===== src/rtl/ram_pkg.sv =====
`default_nettype none
// ============================================================================
// Module   : ram_pkg
// Purpose  : Shared constants for the RAM tile family. The 8-word tile and
//            the larger tiles composed from it take word width, address
//            width and depth from here, so they stay consistent.
// Contents : WORD_W      - word width in bits
//            RAM8_ADDR_W - address width of the 8-word tile
//            RAM8_DEPTH  - number of words in the 8-word tile
// Revision : 1.0 - initial release
// ============================================================================
package ram_pkg;

  localparam int WORD_W      = 16;
  localparam int RAM8_ADDR_W = 3;
  localparam int RAM8_DEPTH  = 8;

endpackage : ram_pkg
`default_nettype wire


===== src/rtl/ram8_if.sv =====
`default_nettype none
// ============================================================================
// Module   : ram8_if
// Purpose  : Bus bundle for the 8-word RAM tile: write data, write enable,
//            shared read/write address and combinational read data.
// Signals  : in      - write data, WIDTH bits          (master -> slave)
//            load    - write enable                    (master -> slave)
//            address - word select for read and write  (master -> slave)
//            out     - contents of word[address]       (slave -> master)
// Modports : master - the client driving the tile
//            slave  - the RAM tile itself
// Revision : 1.0 - initial release
// ============================================================================
interface ram8_if
  import ram_pkg::*;
#(
  parameter int WIDTH = WORD_W
);

  logic [WIDTH-1:0]       in;
  logic                   load;
  logic [RAM8_ADDR_W-1:0] address;
  logic [WIDTH-1:0]       out;

  modport master (
    output in,
    output load,
    output address,
    input  out
  );

  modport slave (
    input  in,
    input  load,
    input  address,
    output out
  );

endinterface : ram8_if
`default_nettype wire


===== src/rtl/register16.sv =====
`default_nettype none
// ============================================================================
// Module   : register16
// Purpose  : WIDTH-bit register with load enable and asynchronous
//            active-low clear. One row of the RAM tile.
// Ports    : clk   - rising-edge clock
//            rst_n - asynchronous active-low clear to 0
//            in    - data captured when load is high
//            load  - load enable, sampled at the rising edge of clk
//            out   - registered value
// Revision : 1.0 - initial release
// ============================================================================
module register16
  import ram_pkg::*;
#(
  parameter int WIDTH = WORD_W
) (
  input  wire logic             clk,
  input  wire logic             rst_n,
  input  wire logic [WIDTH-1:0] in,
  input  wire logic             load,
  output logic      [WIDTH-1:0] out
);

  logic [WIDTH-1:0] word_q;
  logic [WIDTH-1:0] word_d;

  always_comb begin
    word_d = word_q;
    if (load) begin
      word_d = in;
    end
  end

  // A reset edge arriving in the same timestep as a load edge always lands
  // on 0: whichever event is scheduled last sees rst_n low.
  always_ff @(posedge clk or negedge rst_n) begin
    if (!rst_n) begin
      word_q <= '0;
    end else begin
      word_q <= word_d;
    end
  end

  assign out = word_q;

endmodule : register16
`default_nettype wire


===== src/rtl/ram8.sv =====
`default_nettype none
// ============================================================================
// Module   : ram8
// Purpose  : Eight-word RAM tile. A one-hot demultiplex of load selects the
//            row to write, eight register16 rows hold the data, and an 8:1
//            mux returns word[address] combinationally.
// Ports    : clk   - rising-edge clock
//            rst_n - asynchronous active-low reset, clears every row
//            bus   - ram8_if slave: in, load, address (inputs), out (output)
// Revision : 1.0 - initial release
// ============================================================================
module ram8
  import ram_pkg::*;
#(
  parameter int WIDTH = WORD_W
) (
  input  wire logic clk,
  input  wire logic rst_n,
  ram8_if.slave     bus
);

  logic [RAM8_DEPTH-1:0] en;
  logic [WIDTH-1:0]      rows [RAM8_DEPTH];

  generate
    for (genvar i = 0; i < RAM8_DEPTH; i++) begin : g_row
      localparam logic [RAM8_ADDR_W-1:0] ROW_ADDR = RAM8_ADDR_W'(i);

      // One-hot load decode: only the addressed row sees load.
      assign en[i] = bus.load & (bus.address == ROW_ADDR);

      register16 #(
        .WIDTH (WIDTH)
      ) u_row (
        .clk   (clk),
        .rst_n (rst_n),
        .in    (bus.in),
        .load  (en[i]),
        .out   (rows[i])
      );
    end
  endgenerate

  // Purely combinational read; a write shows up only after its clock edge,
  // because the mux reads register outputs rather than bus.in.
  assign bus.out = rows[bus.address];

endmodule : ram8
`default_nettype wire


===== src/flat_wrapper.sv =====
// flat-port wrapper written by rule: the top's interface ports become plain ports
module ram8_flat import ram_pkg::*;
#(
  parameter int WIDTH = WORD_W
)
  (clk, rst_n, bus_in, bus_load, bus_address, bus_out);
  ram8_if #(.WIDTH(WIDTH)) bus_i ();
  input  wire logic clk;
  input  wire logic rst_n;
  input wire logic [$bits(bus_i.in)-1:0] bus_in;
  input wire logic [$bits(bus_i.load)-1:0] bus_load;
  input wire logic [$bits(bus_i.address)-1:0] bus_address;
  output wire logic [$bits(bus_i.out)-1:0] bus_out;
  assign bus_i.in = bus_in;
  assign bus_i.load = bus_load;
  assign bus_i.address = bus_address;
  assign bus_out = bus_i.out;
  ram8 #(.WIDTH(WIDTH)) u_core (.clk(clk), .rst_n(rst_n), .bus(bus_i));
endmodule

===== config.mk =====
export PLATFORM = sky130hd
export DESIGN_NAME = ram8_flat
export DESIGN_NICKNAME = d
export VERILOG_FILES = /design/src/rtl/ram_pkg.sv /design/src/rtl/ram8_if.sv /design/src/rtl/register16.sv /design/src/rtl/ram8.sv /design/src/flat_wrapper.sv
export SDC_FILE = /design/constraint.sdc
export NUM_CORES = 1
export LEC_CHECK = 0
export CAP_MARGIN = 20
export CORE_UTILIZATION = 55
export CTS_CLUSTER_DIAMETER = 60
export CTS_CLUSTER_SIZE = 24
export DETAILED_ROUTE_END_ITERATION = 16
export PLACE_DENSITY = 0.82
export SYNTH_ARGS = -nofsm -noshare
export SYNTH_HDL_FRONTEND = slang
export SYNTH_SLANG_ARGS = --single-unit

===== constraint.sdc =====
create_clock -name clk -period 3.5 [get_ports clk]
set_input_delay 0.35 -clock clk [delete_from_list [all_inputs] [get_ports clk]]
set_output_delay 0.35 -clock clk [all_outputs]
set_load 0.005 [all_outputs]

### Word-level counts from Yosys, hierarchy flattened

Index checks and enable logic that the tools add are counted.

| word-level totals | value |
|---|---|
| register bits | 128 |
| input port bits | 22 |
| output and inout port bits | 16 |
| word-level logic and storage cells | 29 |

| operators by class | value |
|---|---|
| order comparisons | 1 |
| equality and inequality tests | 7 |
| multiplexer cells | 3 |
| bitwise logic cells | 9 |
| reduce and logical (&&, ||, !) cells | 1 |

Operators with widths:

| cell | number |
|---|---|
| binary-select mux 16 bit (select 3 bit) | 1 |
| two-way mux 16 bit | 2 |
| == test 3 bit, second input constant | 4 |
| bitwise AND 1 bit | 8 |
| == test 3 x 2 -> 1 bit, second input constant | 2 |
| >= comparator 4 bit, second input constant | 1 |
| NOT 3 -> 4 bit | 1 |
| == test 3 x 1 -> 1 bit, second input constant | 1 |
| zero test 3 bit | 1 |

### Depth between registers and ports, before layout

Gate-level depths: netlist of the first run.

| depth | value |
|---|---|
| word-level depth | 4 |
| mapped depth | 6 |
| depth with buffers taken out | 3 |

### By module

Synthesis of the first run repeated with hierarchy kept, for this count alone.

| unflattened totals | value |
|---|---|
| cell total of the unflattened synthesis | 393 |
| area total of the unflattened synthesis | 6344.8 µm² |

Modules (own cells, without submodules):

| module | instances | cells an instance | area an instance (µm²) | sequential area each (µm²) |
|---|---|---|---|---|
| register16 | 8 | 34 | 649.4 | 400.4 |
| ram8 | 1 | 121 | 1149.9 | 0.0 |

### Worst setup path before layout of the first run

Ideal clock, no wire load.

| timing path | value |
|---|---|
| path kind | input -> output |
| start | input port bus_address[0] |
| end | output port bus_out[11] |
| arrival | 1.443 ns |
| required time | 3.150 ns |
| setup slack | 1.707 ns |
| stages on the path | 4 |
| path buffers | 2 |
| path through | buf_6 buf_6 mux4_2 mux2_2 |

| on the way | value |
|---|---|
| word-level cells in the longest chain between the ends | 4 |

RTL lines:

| what | RTL line | text |
|---|---|---|
| start: declaration | flat_wrapper.sv:12 | `input wire logic [$bits(bus_i.address)-1:0] bus_address;` |
| NOT 3 -> 4 bit (not written as such) | ram8.sv:46 | `assign bus.out = rows[bus.address];` |
| binary-select mux 16 bit (select 3 bit) | ram8.sv:46 |  |
| two-way mux 16 bit (not written as such) (2 in a row) | ram8.sv:46 |  |
| end: declaration | flat_wrapper.sv:13 | `output wire logic [$bits(bus_i.out)-1:0] bus_out;` |

Every way passes these cells. The select of a mux whose other input is x is not followed.

### Worst setup path after layout of the first run

| timing path | value |
|---|---|
| start | input port bus_address[2] |
| end | output port bus_out[13] |

The elaborated chain is that of the path after synthesis.

==> flow_metrics.py, run 1 <==
metrics = {
    "outcome": {
        "status": "finished clean",
    },
    "power_and_ir_drop": {
        "p_int_mw": 3.503,
        "p_seq_share_pct": 43.1,
        "p_total_mw": 4.597,
        "combPwrFrac_pct": 17.9,
        "vdd_drop_max_uv": 476.6,
        "p_leak_nw": 2.988,
        "p_switching_mw": 1.094,
        "switching_share_pct": 23.79,
        "power.density_mw_per_mm2": 653.6,
        "p_clk_share_pct": 39.0,
    },
    "floorplan": {
        "dieArea_mm2": 0.01125,
        "fp.dieH_um": 106.1,
        "start_util_pct": 57.19,
        "core_mm2": 0.01042,
        "io_pins": 38,
        "rows": 37,
        "die_w_um": 106.1,
    },
    "routing": {
        "routed_wl_mm": 11.93,
        "routed.top_layer": "met4",
        "m1WireLength_mm": 5.382,
        "first_pass_iters": 4,
        "wl_met3_um": 367,
        "detail_route.wl_per_cell_um": 21.81,
        "ant_nets": 0,
        "vias": 3297,
        "via_per_inst": 6.027,
        "dr_wl_met2_mm": 5.919,
        "drtIter0Drc": 147,
        "drc": 0,
    },
    "final_layout": {
        "largest_register_ffs": 128,
        "n_antenna_cell": 0,
        "fin_nets": 420,
        "num-fill-cells": 706,
        "drive_above_1_share_pct": 54.74,
        "fin_util_pct": 67.52,
        "syn_to_final_growth_pct": 18.06,
    },
    "clock_network": {
        "post_cts_resized": 0,
        "path_clk_slew_ps": 60,
        "cts_sinks": 128,
        "clk_latency_ps": 520,
        "cts_tree": "done",
        "cts_hold_buf": 1,
        "cts_buffers": 17,
        "cts-root-buf": "clkbuf_8",
        "cts_buffer_depth": 2,
        "htree_num_levels": 4,
        "cts_setup_buffers": 0,
    },
    "grt": {
        "grt_pass1_wl_mm": 19.80,
        "overflow": 0,
        "grt_max_degree": 69,
        "grt_use_total_pct": 24.12,
        "antenna_found_initial": 0,
        "grt_pass1_vias": 3573,
    },
    "sta": {
        "hold_violations": 0,
        "worst_slew_pin_slew_ps": 1018,
        "worst_slack_ps": 846.1,
        "rsz0062_at_grt": "false",
        "post-route-min-period_ps": 2654,
        "maxSlewHeadroom_pct": 32.10,
        "report.final.slew_viol_count": 0,
        "setup_violations": 0,
        "clock.fmax_ghz": 0.3768,
        "skew_ps": 0,
        "period_share_pct": 75.83,
        "whs_ps": 495.1,
        "fin_tns_setup_ps": 0,
    },
    "synth": {
        "syn_inst": 352,
        "yosys.cell_types.count": 30,
        "seq_area_frac_synth_pct": 53.77,
        "synth-seq-cells": 128,
        "avgSynthCellArea_um2": 16.92,
        "ys.warnings.count": 0,
        "syn_nets": 374,
        "synth_area_mm2": 0.005957,
    },
    "setup_path": {
        "worstPathCellList": "buf_2, mux2i_1, a22oi_1, o221a_2, clkdlybuf4s50_1",
        "cp_slowest_cell": "buf_2",
        "required_ps": 3150,
        "crit_path_end_kind": "output pin",
        "crit_family": "buffers and inverters",
        "slowest_delay_ps": 760,
        "crit_type": "in -> out",
        "cp.arrival_ps": 2300,
        "cp.buffers_inverters": 2,
        "start_kind": "input port",
        "cp_max_fo": 40,
    },
    "place": {
        "port-buffer-count": 37,
        "pre_cts_ws_ps": 841.4,
        "place.gp.congestion": 0.7023,
        "dp_hpwl_mm": 7.293,
    },
    "flow_run": {
        "maxCapViolCount": 0,
    },
    "hold_path": {
        "hold_path_class": "in -> async",
    },
}
-- per-stage QoR --
stage,std cells,area (µm²)
after floorplan,352,5957
after global placement,514,6411
after detailed placement,514,6411
after CTS,547,7033
after global routing,547,7033
final,547,7033
-- cells in the final DEF (no fill, tap or decap), drive strengths merged --
cell           count
clkinv             3
clkinvlp           4
nor2               1
mux4              27
buf               15
clkbuf            20
dlygate4sd3        1
nor3b              4
a211o              1
nor3               2
clkdlybuf4s50     33
bufinv             3
dfrtp            128
mux2             143
a22oi              1
nor2b              1
nand2              2
o21ai              1
mux2i              5
nand4              1
nand2b             1
a21oi              3
o31ai              1
nor4               2
inv                3
o221a              2
nand4b             3
-- metal layers --
layer / up-vias / GRT usage (%)
met5: - / 0
met1: 1783 / 32.49
met2: 54 / 37.86
met3: 23 / 6.009
met4: 0 / 9.623
li1: 1437 / -
-- synth_stat cells --
cell type / n / area share, %
a21oi_1: 3 / 0.25
dfrtp_1: 128 / 54
nand2b_2: 1 / 0.15
mux2_2: 130 / 25
mux2_4: 10 / 2.5
o21ai_0: 1 / 0.084
nor3_4: 1 / 0.27
nor2_1: 1 / 0.063
mux2_1: 3 / 0.57
nand4b_2: 1 / 0.25
o31ai_1: 1 / 0.13
mux4_2: 27 / 10
nor2b_1: 1 / 0.11
nand4b_4: 2 / 0.80
inv_1: 1 / 0.063
a22oi_1: 1 / 0.13
nor4_1: 2 / 0.21
o221a_2: 2 / 0.38
nand4_4: 1 / 0.36
buf_4: 5 / 0.63
buf_2: 6 / 0.50
buf_1: 1 / 0.063
nand2_1: 2 / 0.13
nor3b_4: 2 / 0.63
clkbuf_1: 1 / 0.063
nor3b_1: 2 / 0.25
mux2i_1: 5 / 0.84
buf_6: 9 / 1.7
a211o_1: 1 / 0.15
nor3_2: 1 / 0.17
-- logic make-up after synthesis --
family	synth area share, %
multiplexers	38.71
flip-flops	53.77
buffers and inverters	3.025
AND/OR/NAND/NOR	3.382
AO/OA/AOI/OAI	1.113
-- worst paths after layout --
check | startpoint | end | slack, ps | depth (start not counted)
worst max-delay path | bus_address[2] | bus_out[13] | 850 | 5
worst min-delay path | rst_n | u_core.g_row[5].u_row.out[14] | 500 | 2
worst max register to register | u_core.g_row[5].u_row.out[14] | u_core.g_row[5].u_row.out[14] | 2700 | 1
worst min register to register | u_core.g_row[5].u_row.out[13] | u_core.g_row[5].u_row.out[13] | 500 | 1
max in group asynchronous | rst_n | u_core.g_row[5].u_row.out[4] | 2190 | 3
min in group clk | u_core.g_row[5].u_row.out[13] | u_core.g_row[5].u_row.out[13] | 500 | 1
-- power groups by stage --
| stage | clock [mW] | sequential, mW | combinational, mW |
|---|---|---|---|
| 2_1_floorplan | 0 | 1.93 | 0.581 |
| 3_3_place_gp | 0 | 1.97 | 0.794 |
| 3_5_place_dp | 0 | 2.00 | 0.827 |
| 4_1_cts | 1.82 | 1.98 | 0.832 |
| 5_1_grt | 1.89 | 2.02 | 0.885 |
| 6_report | 1.79 | 1.98 | 0.821 |
-- cell type report --
| cell class | instances | area [µm²] | area share, % |
|---|---|---|---|
| tap | 136 | 170.2 | 2.419 |
| sequential | 128 | 3203 | 45.54 |
| clock inverter | 12 | 156.4 | 2.224 |
| clock buffer | 20 | 455.4 | 6.476 |
| multi-input combinational | 201 | 2574 | 36.59 |
| timing repair buffer | 49 | 470.5 | 6.689 |
| inverter | 1 | 3.754 | 0.05337 |
Power figures use the tool's default switching activity.
==> inputs of run 2 (changes only) <==
clock period = 2.7 ns   (was 3.5 ns; I/O delays follow)
==> run 2 against run 1 <==
Effect of this change:
- cell area rose by 0.32%
- sequential power rose by 30%
- via count barely moved
- largest cell class unchanged
==> flow_metrics.py, run 2 (same netlist as run 1, synthesis figures left out) <==
metrics = {
    "power_and_ir_drop": {
        "power.density_mw_per_mm2": 810.0,
        "p_leak_nw": 3.025,
        "vdd_drop_max_uv": 441.4,
    },
    "final_layout": {
        "final_common_cell": "mux2_2",
        "n_antenna_cell": 0,
        "largest_register_ffs": 128,
        "drive_above_1_share_pct": 54.78,
        "fin_util_pct": 67.74,
        "syn_to_final_growth_pct": 18.44,
        "mostFrequentLayoutCells": "130 x mux2_2, 128 x dfrtp_1, 33 x clkdlybuf4s50_1, 27 x mux4_2",
        "fin_nets": 428,
    },
    "floorplan": {
        "start_util_pct": 57.19,
        "dieArea_mm2": 0.01125,
        "die_w_um": 106.1,
        "io_pins": 38,
        "fp.dieH_um": 106.1,
        "core_mm2": 0.01042,
        "rows": 37,
    },
    "outcome": {
        "status": "finished clean",
    },
    "grt": {
        "antenna_found_initial": 0,
        "overflow": 0,
        "grt_max_degree": 52,
        "grt_pass1_wl_mm": 18.95,
        "grt_use_total_pct": 23.05,
        "grt_pass1_vias": 3619,
    },
    "place": {
        "dp_hpwl_mm": 7.328,
        "pre_cts_ws_ps": 325.0,
        "port-buffer-count": 37,
        "place.gp.congestion": 0.7228,
    },
    "sta": {
        "clock.fmax_ghz": 0.4209,
        "post-route-min-period_ps": 2376,
        "worst_slew_pin_slew_ps": 588.5,
        "hold_violations": 0,
        "skew_ps": 0,
        "report.final.slew_viol_count": 0,
        "worst_slack_ps": 324.3,
        "fin_tns_setup_ps": 0,
        "maxSlewHeadroom_pct": 60.76,
        "period_share_pct": 87.99,
        "setup_violations": 0,
        "rsz0062_at_grt": "false",
    },
    "routing": {
        "routed_wl_mm": 11.54,
        "first_pass_iters": 4,
        "drc": 0,
        "ant_nets": 0,
        "via_per_inst": 5.955,
        "vias": 3299,
        "drtIter0Drc": 137,
        "detail_route.wl_per_cell_um": 20.83,
    },
    "setup_path": {
        "cp_max_fo": 2,
        "crit_type": "reg -> out",
        "start_kind": "flop",
        "crit_path_end_kind": "output pin",
        "required_ps": 2430,
        "r2r_setup_slack_ps": 1900,
        "cp.arrival_ps": 2110,
    },
    "clock_network": {
        "path_clk_slew_ps": 50,
        "cts_sinks": 128,
        "htree_num_levels": 4,
        "cts_tree": "done",
        "clk_latency_ps": 510,
        "cts_buffer_depth": 2,
        "cts-root-buf": "clkbuf_8",
        "post_cts_resized": 0,
        "cts_buffers": 17,
    },
    "flow_run": {
        "maxCapViolCount": 0,
    },
    "hold_path": {
        "hold_path_class": "in -> async",
    },
}
run 2: cell count changes in the layout (fill, tap and decap cells not counted):
cell / change
clkinvlp_4: -4
buf_4: +6
clkbuf_8: +2
inv_6: -2
clkinv_4: -1
clkinv_2: +3
bufinv_16: -2
clkbuf_1: +3
buf_12: +2
run 2: path summary, 6_finish.rpt:
kind,start,depth (start not counted),to
worst max-delay path,u_core.g_row[6].u_row.out[4],3,bus_out[4]
worst min-delay path,rst_n,2,u_core.g_row[3].u_row.out[15]
worst max register to register,u_core.g_row[0].u_row.out[11],1,u_core.g_row[0].u_row.out[11]
worst min register to register,u_core.g_row[5].u_row.out[14],1,u_core.g_row[5].u_row.out[14]
max in group asynchronous,rst_n,3,u_core.g_row[5].u_row.out[8]
min in group clk,u_core.g_row[5].u_row.out[14],1,u_core.g_row[5].u_row.out[14]
run 2: timing repair:
action | CTS | global route
buffers inserted | 0 | 0
hold buffers | 1 | 0
endpoints found under the hold margin | 37 | 0
run 2: per-layer routing:
metal	share of wire (%)	global-route usage, %	vias up	wire [µm]
met1	44	29.94	1755	5055
met2	50	36.51	78	5735
li1	-	-	1442	-
met4	2.4	11.71	0	278
met3	4.1	5.395	24	469
met5	0	0	-	0
run 2: cell type report:
| cell class | instances | area (µm²) |
|---|---|---|
| fillers | 690 | 3361 |
| flip-flops and latches | 128 | 3203 |
| multi-input cells | 201 | 2574 |
| repair buffers | 57 | 555.5 |
| clock buffers | 25 | 494.2 |
| well taps | 136 | 170.2 |
| clock inverters | 6 | 55.05 |
| inverters | 1 | 3.754 |
run 2: per-stage QoR:
stage                     power [mW]  cell area (µm²)  hold slack, ps  std cells
after floorplan                3.256             5957          -25.59        352
after global placement         3.591             6496           270.0        522
after detailed placement       3.663             6496           273.6        522
after CTS                      5.765             7056           273.2        554
after global routing           5.973             7056           303.6        554
final                          5.715             7056           273.3        554
run 2: power breakdown:
group,internal (mW),total (mW),switching (mW),leakage [nW]
combinational,0.724,1.07,0.349,1.21
sequential,2.34,2.57,0.222,1.54
clock,1.33,2.08,0.747,0.278
run 2: critical path, cell delays in order (launching register included):
cell	delay (ps)
dfrtp_1	390
mux4_2	470
mux2_2	290
clkdlybuf4s50_1	450
==> inputs of run 3 (changes only) <==
clock period = 3 ns   (was 2.7 ns; I/O delays follow)
==> run 3 against run 2 <==
Effect of this change:
- first-iteration DRC count grew 35%
- total power shrank 6.0%
- clock-buffer cell count shrank 5
- sequential power shrank 11%
- global-route usage grew 0.87 points
==> flow_metrics.py, run 3 (same netlist as run 1, synthesis figures left out) <==
metrics = {
    "outcome": {
        "status": "finished clean",
    },
    "grt": {
        "grt_pass1_vias": 3633,
        "antenna_found_initial": 0,
        "overflow": 0,
        "grt_max_degree": 65,
        "grt_pass1_wl_mm": 19.73,
        "grt_use_total_pct": 23.91,
    },
    "floorplan": {
        "fp.dieH_um": 106.1,
        "rows": 37,
        "die_w_um": 106.1,
        "start_util_pct": 57.19,
        "core_mm2": 0.01042,
        "dieArea_mm2": 0.01125,
        "io_pins": 38,
    },
    "clock_network": {
        "cts-root-buf": "clkbuf_8",
        "path_clk_slew_ps": 60,
        "cts_buffers": 17,
        "post_cts_resized": 0,
        "cts_tree": "done",
        "htree_num_levels": 4,
        "clk_latency_ps": 520,
        "cts_buffer_depth": 2,
        "cts_sinks": 128,
    },
    "final_layout": {
        "fin_nets": 426,
        "mostFrequentLayoutCells": "130 x mux2_2, 128 x dfrtp_1, 33 x clkdlybuf4s50_1, 27 x mux4_2, 17 x buf_4",
        "largest_register_ffs": 128,
        "syn_to_final_growth_pct": 18.42,
        "n_antenna_cell": 0,
        "drive_above_1_share_pct": 54.92,
        "final_common_cell": "mux2_2",
        "num-fill-cells": 690,
    },
    "place": {
        "place.gp.congestion": 0.7189,
        "dp_hpwl_mm": 6.942,
        "port-buffer-count": 37,
    },
    "sta": {
        "worst_slew_pin_slew_ps": 1059,
        "hold_violations": 0,
        "post-route-min-period_ps": 2562,
        "maxSlewHeadroom_pct": 29.16,
        "whs_ps": 418.0,
        "period_share_pct": 85.39,
        "skew_ps": 0,
        "clock.fmax_ghz": 0.3904,
        "setup_violations": 0,
        "report.final.slew_viol_count": 0,
        "fin_tns_setup_ps": 0,
        "rsz0062_at_grt": "false",
    },
    "setup_path": {
        "crit_path_end_kind": "output pin",
        "required_ps": 2700,
        "cp.arrival_ps": 2260,
        "crit_type": "in -> out",
        "cp_max_fo": 14,
        "rr_startpoint": "u_core.g_row[6].u_row.out[4]",
        "start_kind": "input port",
        "r2r-end": "u_core.g_row[6].u_row.out[4]",
        "cp_slowest_cell": "mux4_2",
        "r2r_setup_slack_ps": 2200,
        "r2r.worst_path.cells": 1,
        "worstPathCellList": "buf_2, buf_4, mux4_2, mux2_2, clkdlybuf4s50_1",
        "slowest_delay_ps": 550,
    },
    "routing": {
        "detail_route.wl_per_cell_um": 21.15,
        "via_per_inst": 5.854,
        "ant_nets": 0,
        "drc": 0,
        "first_pass_iters": 4,
        "vias": 3237,
        "routed_wl_mm": 11.70,
        "drtIter0Drc": 185,
    },
    "power_and_ir_drop": {
        "p_leak_nw": 3.018,
        "power.density_mw_per_mm2": 761.3,
        "vdd_drop_max_uv": 465.1,
    },
    "hold_path": {
        "hold_path_class": "in -> async",
    },
    "flow_run": {
        "maxCapViolCount": 0,
    },
}
-- run 3: repair_timing --
action                     CTS  global route
setup endpoints to repair    0             0
setup buffers                0             0
hold buffers                 1             0
hold endpoints to repair    61             0
-- run 3: critical path, delay by kind of cell --
family,cells,cell delay [ps]
buffers and inverters,3,1120
multiplexers,2,830
-- run 3: how the worst max path moves through the flow --
stage              startpoint           to  slack (ps)  cells after the start
3_3_place_gp   bus_address[0]  bus_out[10]         450                      5
2_1_floorplan  bus_address[0]  bus_out[11]        1310                      4
6_report       bus_address[0]   bus_out[8]         440                      5
3_5_place_dp   bus_address[0]   bus_out[8]         430                      5
5_1_grt        bus_address[0]  bus_out[11]         320                      5
4_1_cts        bus_address[0]  bus_out[11]         390                      5
-- run 3: layout make-up --
class	instances	area, µm²	area share [%]
clock buffers	20	435.4	6.172
clock inverters	12	165.2	2.341
inverters	1	3.754	0.05321
multi-input cells	201	2574	36.48
flip-flops and latches	128	3203	45.41
well taps	136	170.2	2.412
repair buffers	55	503.0	7.130
-- run 3: stage by stage --
step	worst slack [ps]	power, mW	instances	util [%]	area [µm²]
2_1_floorplan	1307	2.930	352	-	5957
4_1_cts	391.9	5.401	553	67.72	7054
3_5_place_dp	431.9	3.282	520	61.86	6444
3_3_place_gp	447.7	3.227	520	61.86	6444
5_1_grt	324.3	5.599	553	67.72	7054
6_report	438.3	5.371	553	67.72	7054
-- run 3: report_power, final --
part           total [mW]  switching (mW)  internal, mW
sequential           2.30           0.190          2.11
combinational       0.963           0.316         0.647
clock                2.11           0.748          1.36
total                5.37            1.25          4.12
-- run 3: layer usage --
metal | wire length, µm | track usage (%)
met1 | 5259 | 31.89
met3 | 317 | 5.457
met4 | 235 | 10.91
met5 | 0 | 0
met2 | 5884 | 37.63
